--- config.mk ---
export PLATFORM = sky130hd
export DESIGN_NAME = ifu_fetch
export DESIGN_NICKNAME = d
export VERILOG_FILES = /design/src/rtl/ifu_fetch_pkg.sv /design/src/rtl/ifu_fetch_reg.sv /design/src/rtl/ifu_fetch.sv
export SDC_FILE = /design/constraint.sdc
export NUM_CORES = 1
export LEC_CHECK = 0
export ABC_AREA = 1
export CAP_MARGIN = 5
export CORE_ASPECT_RATIO = 0.7
export CORE_MARGIN = 2
export CORE_UTILIZATION = 53
export DETAILED_ROUTE_END_ITERATION = 7
export GPL_TIMING_DRIVEN = 0
export PLACE_DENSITY = 0.9
export SLEW_MARGIN = 15
export SYNTH_ARGS = -nofsm -noshare
export SYNTH_HDL_FRONTEND = slang
export SYNTH_HIERARCHICAL = 1
export SYNTH_SLANG_ARGS = --single-unit
--- constraint.sdc ---
create_clock -name clk -period 5.1 [get_ports clk]
set_input_delay 1.275 -clock clk [delete_from_list [all_inputs] [get_ports clk]]
set_output_delay 1.275 -clock clk [all_outputs]
set_load 0.02 [all_outputs]
--- src/rtl/ifu_fetch_pkg.sv ---
// Shared types and constants for the instruction-fetch producer.
// Fetch FSM states, reset PC default, instruction width and PC increment.
package ifu_fetch_pkg;

    localparam int          INST_W           = 32;
    localparam int          PC_STEP          = 4;
    localparam logic [31:0] PC_RESET_DEFAULT = 32'h8000_0000;

    typedef enum logic [1:0] {
        REQ,
        WAIT,
        HOLD
    } fetch_state_e;

endpackage

--- src/rtl/ifu_fetch_reg.sv ---
// Generic enabled register with asynchronous active-low reset.
// Holds the PC and the payload presented toward IF/ID.
module ifu_fetch_reg #(
    parameter int           W       = 32,
    parameter logic [W-1:0] RST_VAL = '0
) (
    input  logic         clk,
    input  logic         rst,
    input  logic         en,
    input  logic [W-1:0] d,
    output logic [W-1:0] q
);

    // NOTE: sequential state uses non-blocking assignments so every register samples pre-edge values.
    always_ff @(posedge clk or negedge rst) begin
        if (!rst) begin
            q <= RST_VAL;
        end else if (en) begin
            q <= d;
        end
    end

endmodule

--- src/rtl/ifu_fetch.sv ---
// IF-stage fetch producer: one outstanding imem request, redirect/kill handling,
// and a registered {pc, inst} hand-off toward the IF/ID pipeline register.
module ifu_fetch
    import ifu_fetch_pkg::*;
#(
    parameter int                ADDR_W   = 32,
    parameter logic [ADDR_W-1:0] PC_RESET = ADDR_W'(PC_RESET_DEFAULT)
) (
    input  logic              clk,
    input  logic              rst,
    input  logic              redirect_valid,
    input  logic [ADDR_W-1:0] redirect_pc,
    output logic              out_valid,
    input  logic              out_ready,
    output logic [ADDR_W-1:0] out_pc,
    output logic [INST_W-1:0] out_inst,
    output logic              imem_req_valid,
    input  logic              imem_req_ready,
    output logic [ADDR_W-1:0] imem_req_addr,
    input  logic              imem_rsp_valid,
    input  logic [INST_W-1:0] imem_rsp_data
);

    fetch_state_e      state_q, state_d;
    logic              kill_q, kill_d;
    logic [ADDR_W-1:0] pc_q, pc_d;
    logic              out_valid_d;
    logic              out_load;
    logic [ADDR_W-1:0] redirect_tgt;
    logic [1:0]        unused_redirect_lsb;

    // Instructions are word aligned, so the low target bits are dropped.
    assign redirect_tgt        = {redirect_pc[ADDR_W-1:2], 2'b00};
    assign unused_redirect_lsb = redirect_pc[1:0];
    assign imem_req_addr       = pc_q;

    always_ff @(posedge clk or negedge rst) begin
        if (!rst) begin
            state_q <= REQ;
            kill_q  <= 1'b0;
        end else begin
            state_q <= state_d;
            kill_q  <= kill_d;
        end
    end

    // NOTE: every output of this block gets a default first so no latch is inferred.
    always_comb begin
        state_d        = state_q;
        kill_d         = kill_q;
        pc_d           = pc_q;
        out_valid_d    = out_valid;
        out_load       = 1'b0;
        imem_req_valid = 1'b0;

        unique case (state_q)
            REQ: begin
                imem_req_valid = 1'b1;
                if (redirect_valid) begin
                    pc_d = redirect_tgt;
                end
                if (imem_req_ready) begin
                    // A request accepted alongside a redirect is for the old PC.
                    state_d = WAIT;
                    kill_d  = redirect_valid;
                end
            end
            WAIT: begin
                if (imem_rsp_valid) begin
                    if (kill_q || redirect_valid) begin
                        kill_d  = 1'b0;
                        state_d = REQ;
                        if (redirect_valid) begin
                            pc_d = redirect_tgt;
                        end
                    end else begin
                        out_load    = 1'b1;
                        out_valid_d = 1'b1;
                        state_d     = HOLD;
                    end
                end else if (redirect_valid) begin
                    pc_d   = redirect_tgt;
                    kill_d = 1'b1;
                end
            end
            HOLD: begin
                if (redirect_valid) begin
                    out_valid_d = 1'b0;
                    pc_d        = redirect_tgt;
                    state_d     = REQ;
                end else if (out_ready) begin
                    out_valid_d = 1'b0;
                    pc_d        = pc_q + ADDR_W'(PC_STEP);
                    state_d     = REQ;
                end
            end
            default: begin
                state_d = REQ;
            end
        endcase
    end

    ifu_fetch_reg #(.W(ADDR_W), .RST_VAL(PC_RESET)) u_pc_reg (
        .clk (clk),
        .rst (rst),
        .en  (1'b1),
        .d   (pc_d),
        .q   (pc_q)
    );

    ifu_fetch_reg #(.W(1), .RST_VAL(1'b0)) u_out_valid_reg (
        .clk (clk),
        .rst (rst),
        .en  (1'b1),
        .d   (out_valid_d),
        .q   (out_valid)
    );

    ifu_fetch_reg #(.W(ADDR_W), .RST_VAL('0)) u_out_pc_reg (
        .clk (clk),
        .rst (rst),
        .en  (out_load),
        .d   (pc_q),
        .q   (out_pc)
    );

    ifu_fetch_reg #(.W(INST_W), .RST_VAL('0)) u_out_inst_reg (
        .clk (clk),
        .rst (rst),
        .en  (out_load),
        .d   (imem_rsp_data),
        .q   (out_inst)
    );

`ifndef SYNTHESIS
    rsp_only_in_wait: assert property (
        @(posedge clk) disable iff (!rst) imem_rsp_valid |-> (state_q == WAIT)
    ) else $error("imem response arrived outside WAIT");
`endif

endmodule

# Word level (Yosys, flattened, before mapping)
# Cells that the tools add are included.
# word_totals
regBits	100
latch_bits	0
ramBits	0
romBits	0
inputBits	70
out_inout_bits	98
n_memories	0
# op_classes
n_addsub	1
n_mul	0
div_mod_pow	0
order_cmp	0
n_eq_ne	8
n_shift	0
muxes	26
n_bitwise	0
reduce_logical	9
# ops
operator	n
$mux W32	5
$pmux W32 S3	1
$add A32 B3 Y32 const B	1
$mux W1	12
$mux W2	5
$ne A3 B3 Y1 const B	3
$reduce_and A4 Y1	2
$ne A2 B2 Y1 const B	3
$pmux W2 S3	1
$reduce_and A3 Y1	2
$pmux W1 S2	2
$reduce_bool A2 Y1	2
$reduce_bool A3 Y1	1
$eq A2 B1 Y1 const B	1
$eq A2 B2 Y1 const B	1
$logic_not A2 Y1	1
$logic_or A1 B1 Y1	1

# Longest topological paths before layout
# depth
depth_word	4
mapped_depth	13
ltp_nobuf	13

# By module
# The synthesis kept the hierarchy.
# modules_own_cells
mod	n_inst	cells_per_inst	area_per_inst_um2	seq_area_each_um2
ifu_fetch_reg (u_out_inst_reg ...)	2	136	1292.5	800.8
ifu_fetch	1	478	2326.0	75.1
ifu_fetch_reg (u_pc_reg)	1	136	1293.7	802.0
ifu_fetch_reg (u_out_valid_reg)	1	5	40.0	25.0

# Worst setup path before layout
# No wires, ideal clock.
# synth_path
path_type	input to register
start	input port out_ready
end	register u_pc_reg.q[22]
arrival_ps	2289
t_required_ps	4984
path_slack_ps	2695
stages	12
path_cell_list	buf_4 > nand2_1 > nor2_1 > nand2_1 > nor2_4 > nand2_1 > nand2_1 > nand2_1 > o21ai_1 > a21oi_1 > nand2_1 > nand2_1
# synth_between
elab_chain_cells	2
# synth_rtl
item	line_no	rtl
start, declared	ifu_fetch.sv:14	input logic out_ready,
$ne A3 B3 Y1 (no source line)	-	
$reduce_and A3 Y1 (no source line)	-	
end signal, assigned	ifu_fetch_reg.sv:17	q <= RST_VAL;
end signal, assigned	ifu_fetch_reg.sv:19	q <= d;
end, declared	ifu_fetch_reg.sv:11	output logic [W-1:0] q
# Every way passes these cells.
# A chain may end at the register's enable or synchronous reset.

# Final worst setup path
# layout_path
start	register state_q[0]
end	output port imem_req_valid
# layout_between
elab_chain_cells	2
# layout_rtl
item	line_no	rtl
start, declared	ifu_fetch.sv:24	fetch_state_e state_q, state_d;
start signal, assigned	ifu_fetch.sv:42	state_q <= state_d;
$logic_not A2 Y1	ifu_fetch.sv:56	unique case (state_q)
$mux W1	ifu_fetch.sv:56	
end, declared	ifu_fetch.sv:17	output logic imem_req_valid,
# Every way passes these cells.

==> metrics <==
crit share post-route 0.579; count of final setup violators 0; Core ar. around 12000 um2; fin area about 8400 um2; CTS Root Cell clkbuf_16; Final ANT Viol Nets 0; Worst Max-Slew Pin Slew a little under 700 ps; count of hold-fix buffers inserted at cts 0; final net count about 1.1k; Slowest-stage cell, CP clkdlybuf4s50_1; die area ~13000 um2; CP required ~3800 ps; initial detailed-routing violation count around 680; GR Layer Usage met3 0.0607; RSZ-0062 raised after global routing no; FFs w/ async S/R, synth 1.00; Synth-to-Final Area Change 34.7%; worst-path cell chain inv_1 > ha_1 > clkdlybuf4s50_1; worst r2r src state_q[0]; setup_tns 0 ps; GRT met1 Usage 0.453; Setup Fix Bufs, Post-CTS 0; Max clock buf depth 2; YS warnings 6; relative slew slack 0.546; Power per Cell Area 559 nW/um2; Post-CTS Resized 0; fin util 0.725; Initial Util 0.538; r2r endpoint u_pc_reg/q[27]; DRT Wirelength 19400 um; via count of the first global-routing pass 6079; Synth Flop Type dfrtp_1; Buf/Inv on CP 2; type of origin of the critical path flip-flop; Placer Congestion between 0.9 and 1; CP arrival approximately 1700 ps; Finished Layout Cells 1232; max incr delay on CP 620 ps; most common cell after layout, fill and taps aside nand2_1; die height 94.8 um; IO Port Bufs 165; number of CTS-inserted buffers 9; vias 6582; max-slew violations 0; antenna diode count 0; Worst-path clk slew about 70 ps; R2R cell count 10; Leak a little over 0.004 uW; CP max FO 4; Hold WC Path Type reg -> reg; synthesized instance count 891; Period minus WS final roughly 3000 ps; sequential area share after synthesis 0.401; commonest cells after routing, fill and taps aside nand2_1, clkdlybuf4s50_1, dfrtp_1; Placement Rows 33; Max Clock Skew 5.44 ps; WL/cell 15.8 um; Clock Latency Late Sink 350 ps; Hold Crit Endpoint u_out_inst_reg/q[27]; mapped cell area 6240 um2; total global routing overflow 0; DP Cell Count 1216; Sink Count 100; number of synthesized register bits 100; DRT Pass-1 Iters 6; Post-synth EDFFs 0; Hold Path Stages 2; top-level I/O count 168; CP delay by family, top buffers and inverters; DP Wirelength 14600 um; vias per std cell 5.34; first-pass GRT wire length between 30000 and 40000 um; final hold violations 0; gr usage total 0.311; Reg2Reg Setup Slack 2840 ps; maximum clock rate 0.339 GHz; syn_area_per_cell 7.01 um2; CTS tree built; initial antenna violation count 0; Setup CP Type reg -> out; # DRC 0; GRT met2 Usage 0.476; Die Width 134 um; busiest grt layer met2; Crit. End Element primary output; H-tree levels 3; largest net degree at the start of global routing 56; hold path start u_out_inst_reg/q[27]; Yosys cell types 46; share of post-route cells with drive strength above 1 0.103; total of max-cap violations 0; Cell Area, Placed 8130 um2; status complete, no violations; worst IR drop on VDD just under 0.3 mV
## per-layer routing
layer  share of wire  wire (um)  up-vias
met5               0          0        -
met4           0.019        367        0
met3           0.099       1930       42
met2            0.43       8430      351
met1            0.45       8710     3044
li1                -          -     3145
## per-stage QoR
stage / total power, uW / hold slack [ps] / worst slack [ps]
floorplan: 2900 / 481 / 2690
global placement: 3940 / 453 / -935
detailed placement: 4010 / 458 / 1880
CTS: 4680 / 476 / 2130
global route: 5010 / 494 / 2010
finish: 4700 / 472 / 2150
## where the power goes
part,total [uW],leakage [uW],switching [uW],internal (uW)
Clock,655,0.000139,317,338
Sequential,1520,0.00128,392,1130
Combinational,2530,0.00270,1430,1100
## final cells by class
cell class | count | area, um2
tap | 157 | 196
multi-input combinational | 695 | 3090
inverter | 57 | 236
sequential | 100 | 2500
clock buffer | 9 | 225
timing repair buffer | 166 | 1680
clock inverter | 7 | 55.1
fill | 883 | 3190
buffer | 41 | 420
## cell families after synthesis
kind of cell,after synthesis,share of synthesized area
AO/OA/AOI/OAI,93,0.0856
other,1,0.000601
adder cells (fa/ha/maj),5,0.0100
multiplexers,1,0.00180
AND/OR/NAND/NOR,591,0.393
flip-flops,100,0.401
XOR/XNOR,2,0.00281
buffers and inverters,98,0.105
## cells in the mapped netlist (all sizes together), types with 4 or more instances
library cell | n | area share
a21oi | 58 | 0.050
a22oi | 4 | 0.0048
buf | 21 | 0.035
clkbuf | 19 | 0.031
dfrtp | 99 | 0.40
ha | 5 | 0.010
inv | 55 | 0.037
nand2 | 441 | 0.28
nand3 | 24 | 0.019
nand4 | 14 | 0.014
nor2 | 103 | 0.071
nor3 | 5 | 0.0040
o21ai | 19 | 0.015
## flip-flops by register name (all words and copies together), names as in the netlist
name and cells:
kill_q 1, state_q 2, u_out_inst_reg/q 32, u_out_valid_reg/q 1, u_out_pc_reg/q 32, u_pc_reg/q 32
## how the worst max path moves through the flow
stage	from	to	slack (ps)	cells past startpoint
floorplan	out_ready	u_pc_reg/q[22]	2690	12
global placement	rst	u_pc_reg/q[0]	-930	1
detailed placement	redirect_valid	u_pc_reg/q[6]	1880	9
CTS	state_q[0]	imem_req_valid	2130	3
global route	out_ready	u_pc_reg/q[23]	2010	13
finish	state_q[0]	imem_req_valid	2150	3
## worst register-to-register path: cells and delay by family, from the launching register on
kind | cells | cell delay, ps
AND/OR/NAND/NOR | 4 | 290
flip-flops | 1 | 400
buffers and inverters | 4 | 1110
AO/OA/AOI/OAI | 1 | 60
adder cells (fa/ha/maj) | 1 | 310
Note: power is estimated with default switching activity, not from simulation.
